## config.mk

```make
export PLATFORM = sky130hd
export DESIGN_NAME = mac_feed_sequencer_flat
export DESIGN_NICKNAME = d
export VERILOG_FILES = /design/src/rtl/mac_feed_sequencer_if.sv /design/src/rtl/mac_feed_sequencer.sv /design/src/flat_wrapper.sv
export SDC_FILE = /design/constraint.sdc
export NUM_CORES = 1
export LEC_CHECK = 0
export CORE_AREA = 2 2 430 432
export DETAILED_ROUTE_END_ITERATION = 16
export DIE_AREA = 0 0 432 434
export DONT_BUFFER_PORTS = 1
export GPL_TIMING_DRIVEN = 0
export PLACE_DENSITY_LB_ADDON = 0.05
export SYNTH_ARGS = -nofsm -noshare
export SYNTH_HDL_FRONTEND = slang
export SYNTH_SLANG_ARGS = --single-unit
```

## constraint.sdc

```tcl
create_clock -name clk -period 6 [get_ports clk]
set_input_delay 1.2 -clock clk [delete_from_list [all_inputs] [get_ports clk]]
set_output_delay 1.2 -clock clk [all_outputs]
set_load 0.03 [all_outputs]
```

## src/rtl/mac_feed_sequencer_if.sv

```systemverilog
// MAC feed bus: weight beats (with group index) and feature beats (with Wout loop markers).
// Pure wiring, no latency of its own.
// No backpressure on this bus; the sequencer paces itself with acc_rdy.
interface mac_feed_sequencer_if #(
  parameter int WT_DW    = 256,
  parameter int DAT_DW   = 256,
  parameter int LOG2TOUT = 5
);
  logic                wt_vld;
  logic [WT_DW-1:0]    wt;
  logic [LOG2TOUT-1:0] wt_cnt;
  logic                dat_vld;
  logic [DAT_DW-1:0]   dat;
  logic                Wout_loop_start;
  logic                Wout_loop_end;

  modport master (
    output wt_vld, wt, wt_cnt, dat_vld, dat, Wout_loop_start, Wout_loop_end
  );

  modport slave (
    input  wt_vld, wt, wt_cnt, dat_vld, dat, Wout_loop_start, Wout_loop_end
  );
endinterface

```

## src/rtl/mac_feed_sequencer.sv

```systemverilog
// Issues weight groups and Wout feature loops from the buffers to the MAC array, tile by tile.
// Buffer read to MAC beat is 1 cycle; done follows the last data read by 2 cycles.
// acc_rdy gates only the start of a Wout loop; issued groups and loops never stall.
// Optional build macro MAC_FEED_WT_PREFETCH_EN: overlap group k+1 with loop k.
module mac_feed_sequencer #(
  parameter int TOUT     = 32,
  parameter int LOG2TOUT = 5,
  parameter int WT_DW    = 256,
  parameter int DAT_DW   = 256,
  parameter int AW       = 12
) (
  input  logic              clk,
  input  logic              rst_n,
  input  logic              start,
  input  logic [15:0]       tile_num,
  input  logic [AW-1:0]     wout_num,
  input  logic [AW-1:0]     wt_base,
  input  logic [AW-1:0]     dat_base,
  input  logic              acc_rdy,
  output logic              busy,
  output logic              done,
  output logic              wt_rd_en,
  output logic [AW-1:0]     wt_rd_addr,
  input  logic [WT_DW-1:0]  wt_rd_data,
  output logic              dat_rd_en,
  output logic [AW-1:0]     dat_rd_addr,
  input  logic [DAT_DW-1:0] dat_rd_data,
  mac_feed_sequencer_if.master mac
);

  typedef enum logic [1:0] {IDLE, RUN, DRAIN} state_t;

  state_t              state, state_nxt;
  logic [15:0]         tile_q;
  logic [AW-1:0]       wout_q;
  logic [AW-1:0]       dat_base_q;
  logic [AW-1:0]       wt_addr;
  logic                wt_busy;     // a weight group is being read out
  logic [LOG2TOUT-1:0] wc;          // beat index inside the current group
  logic [15:0]         wg;          // weight groups fully issued
  logic [AW-1:0]       dc;          // beat index inside the current Wout loop
  logic [15:0]         dg;          // Wout loops fully issued
  logic                done_nxt;
  logic                job_go;
  logic                wt_last;
  logic                dat_first;
  logic                dat_last;
  logic                dat_loop_ok;
  logic                wt_trig;

  assign wt_last   = (wc == LOG2TOUT'(TOUT - 1));
  assign dat_first = (dc == '0);
  assign dat_last  = (dc == wout_q - 1'b1);
  // A new loop needs its own group fully read, the previous loop finished and the accumulator ready.
  assign dat_loop_ok = dat_first && acc_rdy && (wg > dg);

`ifdef MAC_FEED_WT_PREFETCH_EN
  // Next group starts right after the first read of the loop that consumes the current group.
  assign wt_trig = dat_rd_en && dat_first && (wg != tile_q);
`else
  // Next group waits until the current loop has issued its last read.
  assign wt_trig = dat_rd_en && dat_last && (wg != tile_q);
`endif

  assign busy        = (state != IDLE);
  assign wt_rd_addr  = wt_addr;
  assign dat_rd_addr = dat_base_q + dc;
  // Buffers return registered data one cycle after the read; gate it so idle outputs stay 0.
  assign mac.wt      = mac.wt_vld  ? wt_rd_data  : '0;
  assign mac.dat     = mac.dat_vld ? dat_rd_data : '0;

  // State register.
  always_ff @(posedge clk or negedge rst_n) begin
    if (!rst_n) state <= IDLE;
    else        state <= state_nxt;
  end

  // Next state, read enables and job start/finish decode.
  always_comb begin
    state_nxt = state;
    done_nxt  = 1'b0;
    job_go    = 1'b0;
    wt_rd_en  = 1'b0;
    dat_rd_en = 1'b0;
    case (state)
      IDLE: begin
        // done high means the previous job just ended; a start in that cycle is dropped.
        if (start && !done) begin
          if (tile_num != 16'd0) begin
            state_nxt = RUN;
            job_go    = 1'b1;
          end else begin
            done_nxt = 1'b1;
          end
        end
      end
      RUN: begin
        wt_rd_en  = wt_busy;
        dat_rd_en = !dat_first || dat_loop_ok;
        if (dat_rd_en && dat_last && (dg == tile_q - 16'd1)) state_nxt = DRAIN;
      end
      DRAIN: begin
        state_nxt = IDLE;
        done_nxt  = 1'b1;
      end
      default: state_nxt = IDLE;
    endcase
  end

  // Job parameters and weight/data issue counters.
  always_ff @(posedge clk or negedge rst_n) begin
    if (!rst_n) begin
      tile_q     <= '0;
      wout_q     <= '0;
      dat_base_q <= '0;
      wt_addr    <= '0;
      wt_busy    <= 1'b0;
      wc         <= '0;
      wg         <= '0;
      dc         <= '0;
      dg         <= '0;
    end else if (job_go) begin
      tile_q     <= tile_num;
      wout_q     <= wout_num;
      dat_base_q <= dat_base;
      wt_addr    <= wt_base;
      wt_busy    <= 1'b1;
      wc         <= '0;
      wg         <= '0;
      dc         <= '0;
      dg         <= '0;
    end else if (state == RUN) begin
      if (wt_rd_en) begin
        wt_addr <= wt_addr + 1'b1;
        if (wt_last) begin
          wc      <= '0;
          wt_busy <= 1'b0;
          wg      <= wg + 16'd1;
        end else begin
          wc <= wc + 1'b1;
        end
      end
      if (wt_trig) wt_busy <= 1'b1;
      if (dat_rd_en) begin
        if (dat_last) begin
          dc <= '0;
          dg <= dg + 16'd1;
        end else begin
          dc <= dc + 1'b1;
        end
      end
    end
  end

  // MAC-side valids and sidebands, aligned with the returning read data.
  always_ff @(posedge clk or negedge rst_n) begin
    if (!rst_n) begin
      mac.wt_vld          <= 1'b0;
      mac.wt_cnt          <= '0;
      mac.dat_vld         <= 1'b0;
      mac.Wout_loop_start <= 1'b0;
      mac.Wout_loop_end   <= 1'b0;
      done                <= 1'b0;
    end else begin
      mac.wt_vld          <= wt_rd_en;
      mac.wt_cnt          <= wt_rd_en ? wc : '0;
      mac.dat_vld         <= dat_rd_en;
      mac.Wout_loop_start <= dat_rd_en && dat_first;
      mac.Wout_loop_end   <= dat_rd_en && dat_last;
      done                <= done_nxt;
    end
  end

endmodule

```

## src/flat_wrapper.sv

```systemverilog
// flat-port wrapper written by rule: the top's interface ports become plain ports
module mac_feed_sequencer_flat 
#(
  parameter int TOUT     = 32,
  parameter int LOG2TOUT = 5,
  parameter int WT_DW    = 256,
  parameter int DAT_DW   = 256,
  parameter int AW       = 12
)
  (clk, rst_n, start, tile_num, wout_num, wt_base, dat_base, acc_rdy, busy, done, wt_rd_en, wt_rd_addr, wt_rd_data, dat_rd_en, dat_rd_addr, dat_rd_data, mac_wt_vld, mac_wt, mac_wt_cnt, mac_dat_vld, mac_dat, mac_Wout_loop_start, mac_Wout_loop_end);
  mac_feed_sequencer_if #(.WT_DW(WT_DW), .DAT_DW(DAT_DW), .LOG2TOUT(LOG2TOUT)) mac_i ();
  input  logic clk;
  input  logic rst_n;
  input  logic start;
  input  logic [15:0] tile_num;
  input  logic [AW-1:0] wout_num;
  input  logic [AW-1:0] wt_base;
  input  logic [AW-1:0] dat_base;
  input  logic acc_rdy;
  output logic busy;
  output logic done;
  output logic wt_rd_en;
  output logic [AW-1:0] wt_rd_addr;
  input  logic [WT_DW-1:0] wt_rd_data;
  output logic dat_rd_en;
  output logic [AW-1:0] dat_rd_addr;
  input  logic [DAT_DW-1:0] dat_rd_data;
  output wire logic [$bits(mac_i.wt_vld)-1:0] mac_wt_vld;
  output wire logic [$bits(mac_i.wt)-1:0] mac_wt;
  output wire logic [$bits(mac_i.wt_cnt)-1:0] mac_wt_cnt;
  output wire logic [$bits(mac_i.dat_vld)-1:0] mac_dat_vld;
  output wire logic [$bits(mac_i.dat)-1:0] mac_dat;
  output wire logic [$bits(mac_i.Wout_loop_start)-1:0] mac_Wout_loop_start;
  output wire logic [$bits(mac_i.Wout_loop_end)-1:0] mac_Wout_loop_end;
  assign mac_wt_vld = mac_i.wt_vld;
  assign mac_wt = mac_i.wt;
  assign mac_wt_cnt = mac_i.wt_cnt;
  assign mac_dat_vld = mac_i.dat_vld;
  assign mac_dat = mac_i.dat;
  assign mac_Wout_loop_start = mac_i.Wout_loop_start;
  assign mac_Wout_loop_end = mac_i.Wout_loop_end;
  mac_feed_sequencer #(.TOUT(TOUT), .LOG2TOUT(LOG2TOUT), .WT_DW(WT_DW), .DAT_DW(DAT_DW), .AW(AW)) u_core (.clk(clk), .rst_n(rst_n), .start(start), .tile_num(tile_num), .wout_num(wout_num), .wt_base(wt_base), .dat_base(dat_base), .acc_rdy(acc_rdy), .busy(busy), .done(done), .wt_rd_en(wt_rd_en), .wt_rd_addr(wt_rd_addr), .wt_rd_data(wt_rd_data), .dat_rd_en(dat_rd_en), .dat_rd_addr(dat_rd_addr), .dat_rd_data(dat_rd_data), .mac(mac_i));
endmodule
```

==> metrics.md, run 1 <==
| Metric | Value |
|---|---|
| Status | `did not finish` |
| Stop stage | `global placement` |
| Run Error | `[ERROR GPL-0305] RePlAce diverged during gradient descent calculation, resulting in an invalid step length (Inf or NaN). This is often caused by numerical instability ...` |
| Post-synth cell types | `74` |
| Mapped Avg Cell Area | `7.50 µm²` |
| Initial Utilization | `5.97%` |
| I/O pin total | `1117` |
| Yosys reg bits | `114` |
| Register area share after synthesis | `26.2%` |
| Port bufs | `0` |
| Async SR Flop Fraction | `100%` |
| Cell Area, Synth | `0.0109 mm²` |
| Ys flop type | `dfrtp_1` |
| EDFF count, synth | `0` |
| Die Wd | `432 µm` |
| Net Count, Synth | `2057` |
| Std-Cell Rows | `157` |
| Cells after Synth | `1452` |
| Ys Warns | `0` |
| Die H | `434 µm` |
## cells in the mapped netlist, types with 3 or more instances
library cell  instances  share of area, %
or4_1                 5              0.34
nand2b_1              7              0.40
o211ai_1              8              0.55
and2_1              516                30
nor4b_1               3              0.24
nor3_1               17              0.78
nor4_1               16              0.92
mux2i_1               9              0.83
or3_1                15              0.86
xor2_1               22               1.8
nor2_1               42               1.4
buf_2                 9              0.41
a21oi_1              28               1.3
dfrtp_1             114                26
and4_1                3              0.24
buf_1                 4              0.14
a21o_1                7              0.48
and4b_1               3              0.28
o21ai_0              40               1.8
and3_1               16              0.92
a31oi_1               7              0.40
and3b_1               3              0.24
or2_2                 6              0.34
nand4_1              30               1.7
clkbuf_1             87               3.0
ha_1                 36               4.1
inv_1                39               1.3
nor2b_1              13              0.75
nand2_1             182               6.3
o311ai_0              8              0.64
xnor2_1              52               4.2
nor3b_1               3              0.21
nand3_1              47               2.2
## kinds of logic after synthesis
| family | share of synthesized area (%) |
|---|---|
| and+or+nand+nor | 49.5 |
| muxes | 0.827 |
| buffers and inverters | 5.26 |
| DFF | 26.2 |
| xor gates and xnor gates | 6.25 |
| AOI/OAI and AO/OA | 7.62 |
| adders and majority gates | 4.32 |
==> run 2: changes to the inputs <==
CORE_AREA = 2 2 441 443   (was 2 2 430 432)
DIE_AREA = 0 0 443 445   (was 0 0 432 434)
PLACE_DENSITY_LB_ADDON = 0.15   (was 0.05)
==> metrics.md, run 2 <==
| Metric | Value |
|---|---|
| Req. time, crit path | `4800 ps` |
| CTS root buffer | `clkbuf_16` |
| Hold Worst Slack | `423 ps` |
| Vias per cell | `3.04` |
| Bufs on Longest Clock Path | `2` |
| Final Util | `7.89%` |
| Net Count, Synth | `2057` |
| WP data arrival | `3710 ps` |
| First-pass DRT Iterations | `5` |
| Synth Area in Compound Gates | `7.62%` |
| CP startpoint | `u_core.dg[11]` |
| Pwr per Cell Area | `467 mW/mm²` |
| RSZ-0062 raised after global routing | `no` |
| Worst Hold Class | `input pin to async pin` |
| Post-route DRC | `0` |
| Die H | `445 µm` |
| Post-synthesis mux area share | `0.827%` |
| Synth area leaders | `and2_1 (30%), dfrtp_1 (26%), nand2_1 (6.3%)` |
| Number of DRC markers in iteration 0 | `1320` |
| Hold Buf Count CTS | `0` |
| EDFF count, synth | `0` |
| Via count | `12800` |
| Nets | `2076` |
| Area growth, synth to finish | `39.0%` |
| Final Wtd Congestion | `1.37` |
| Failing checks | `antenna violations` |
| Pleak | `4.91 nW` |
| I/O pin total | `1117` |
| Setup TNS | `0 ps` |
| Xor and xnor area share after synthesis | `6.25%` |
| Async SR Flop Fraction | `100%` |
| Tcrit/Tclk final | `81.9%` |
| Register area | `0.00285 mm²` |
| Hold Vio Cnt, Final | `0` |
| Synth Area in Adders | `4.32%` |
| Critical Path Fanout Max | `11` |
| Post-synth cell types | `74` |
| Ys Warns | `0` |
| Final Skew | `10.7 ps` |
| Main combinational cell family by area after synthesis | `simple AND/OR/NAND/NOR gates` |
| Cell Area, Placed | `0.0141 mm²` |
| Port bufs | `0` |
| Clock transition at the registers of the reported paths | `60 ps` |
| Regs by FF count | `u_core.dg x16, u_core.tile_q x16, u_core.wg x16` |
| Maximum clock rate | `204 MHz` |
| Die Wd | `443 µm` |
| Finished Cell Area | `0.0151 mm²` |
| Core area | `0.192 mm²` |
| R2r setup slk | `2210 ps` |
| Mapped Avg Cell Area | `7.50 µm²` |
| Kind of critical path | `register to output pin` |
| Final min period | `4910 ps` |
| Commonest non-fill, non-tap cell in the layout | `and2_1` |
| TritonCTS clock tree | `built` |
| Vias in the first global route | `11400` |
| Crit path max-delay cell type | `or4_1` |
| Ys flop type | `dfrtp_1` |
| First-pass GRT wire length | `191 mm` |
| Dpl hpwl | `153 mm` |
| Yosys reg bits | `114` |
| Largest net degree at the start of global routing | `115` |
| Max cap viols | `0` |
| Post-CTS Resized | `0` |
| H-tree depth | `4` |
| Std-Cell Rows | `161` |
| Clock Latency Late Sink | `480 ps` |
| Area occupied by multi-input gates | `0.00747 mm²` |
| FF-to-FF End | `u_core.state[1]` |
| Crit-path max cell delay | `570 ps` |
| Num CTS Buffers | `17` |
| Type of origin of the critical path | `register` |
| Register area share after synthesis | `26.2%` |
| Initial antenna violation count | `187` |
| Count leader, synth | `and2_1` |
| Slew Viols, Final | `0` |
| Setup Viol. Count Final | `0` |
| Cell Area, Synth | `0.0109 mm²` |
| Total wire length | `166 mm` |
| Worst reg-to-reg path cell count | `10` |
| Cells along the critical path | `inv_1 -> ha_1 -> nand3_1 -> or4_1 -> a21oi_1 -> o32a_1 -> nand2_2 -> inv_1 -> buf_2` |
| Worst Max-Slew Pin Slew | `1300 ps` |
| VDD IR-drop max | `0.000247 V` |
| Post-CTS Setup Bufs | `0` |
| Synth top area share | `29.6%` |
| Clk sink count | `114` |
| Initial Utilization | `5.68%` |
| Post-route total power | `7.07 mW` |
| Reg-to-Reg Start | `u_core.dg[11]` |
| Max_slew headroom | `13.2%` |
| Most frequent cells in the layout | `and2_1 (516), nand2_1 (182), dfrtp_1 (114), clkbuf_1 (88), xnor2_1 (52)` |
| Crit. End Element | `output pin` |
| Leading cell types by count after synthesis | `and2_1 (516), nand2_1 (182), dfrtp_1 (114), clkbuf_1 (87), xnor2_1 (52)` |
| Final ANT Viol Nets | `2` |
| Post-synthesis simple-gate area fraction | `49.5%` |
| Most used cell, CP | `inv_1` |
| Status | `complete, but fails checks` |
| All-layer global routing usage | `16.1%` |
| # fillers | `22600` |
| Largest area contributor in the netlist | `and2_1` |
| Layout cells sized above 1 | `4.72%` |
| Grt total ovfl | `0` |
| Cells after Synth | `1452` |
| WL per Instance | `39.3 µm` |
| Die ar. | `0.197 mm²` |
[run 2: cell counts after synthesis]
Identical to the previous run, type by type.
[run 2: area by class of cell]
type                    instances  area share (%)
well taps                    2526            20.9
plain buffers                 105            2.83
inverters                      39           0.966
clock inverters                11           0.743
clock buffers                  21            2.97
flip-flops and latches        114            18.8
diodes                        210            3.47
multi-input cells            1194            49.3
[run 2: cells by family after synthesis]
group                      after synthesis
buffers and inverters                  144
AOI/OAI and AO/OA                      128
adders and majority gates               37
muxes                                    9
DFF                                    114
and+or+nand+nor                        944
xor gates and xnor gates                76
[run 2: power breakdown]
part	total [mW]	internal (mW)	leakage [nW]	switching (mW)
combinational	4.64	0.722	3.22	3.91
clock	1.07	0.616	0.274	0.453
sequential	1.37	0.908	1.42	0.462
[run 2: worst max path at each step]
stage                 endpoint  slack [ps]  cells after the start
6_report             dat_rd_en        1090                      9
5_1_grt              dat_rd_en         810                      9
4_1_cts             mac_wt[41]         970                      3
3_5_place_dp        mac_wt[41]        1510                      3
3_3_place_gp       mac_wt[170]        1220                      3
2_1_floorplan  dat_rd_addr[11]        2430                      8
[run 2: layer usage]
layer	global-route usage (%)	vias up	wire (µm)
met4	3.79	74	4520
met3	15.0	274	32900
met5	0.366	-	507
li1	-	5054	-
met2	23.2	1099	68700
met1	16.8	6309	59000
[run 2: worst max-delay path, delay by kind of cell, from the launching register on]
family,cells,cell delay [ps]
and+or+nand+nor,3,930
buffers and inverters,3,840
AOI/OAI and AO/OA,2,560
DFF,1,530
adders and majority gates,1,350
[run 2: stage by stage]
stage	setup slack, ps	std cells
2_1_floorplan	2430	1452
3_3_place_gp	1220	3978
3_5_place_dp	1510	3978
4_1_cts	966	4010
5_1_grt	805	4050
6_report	1090	4220
(Power assumes the default switching activity.)
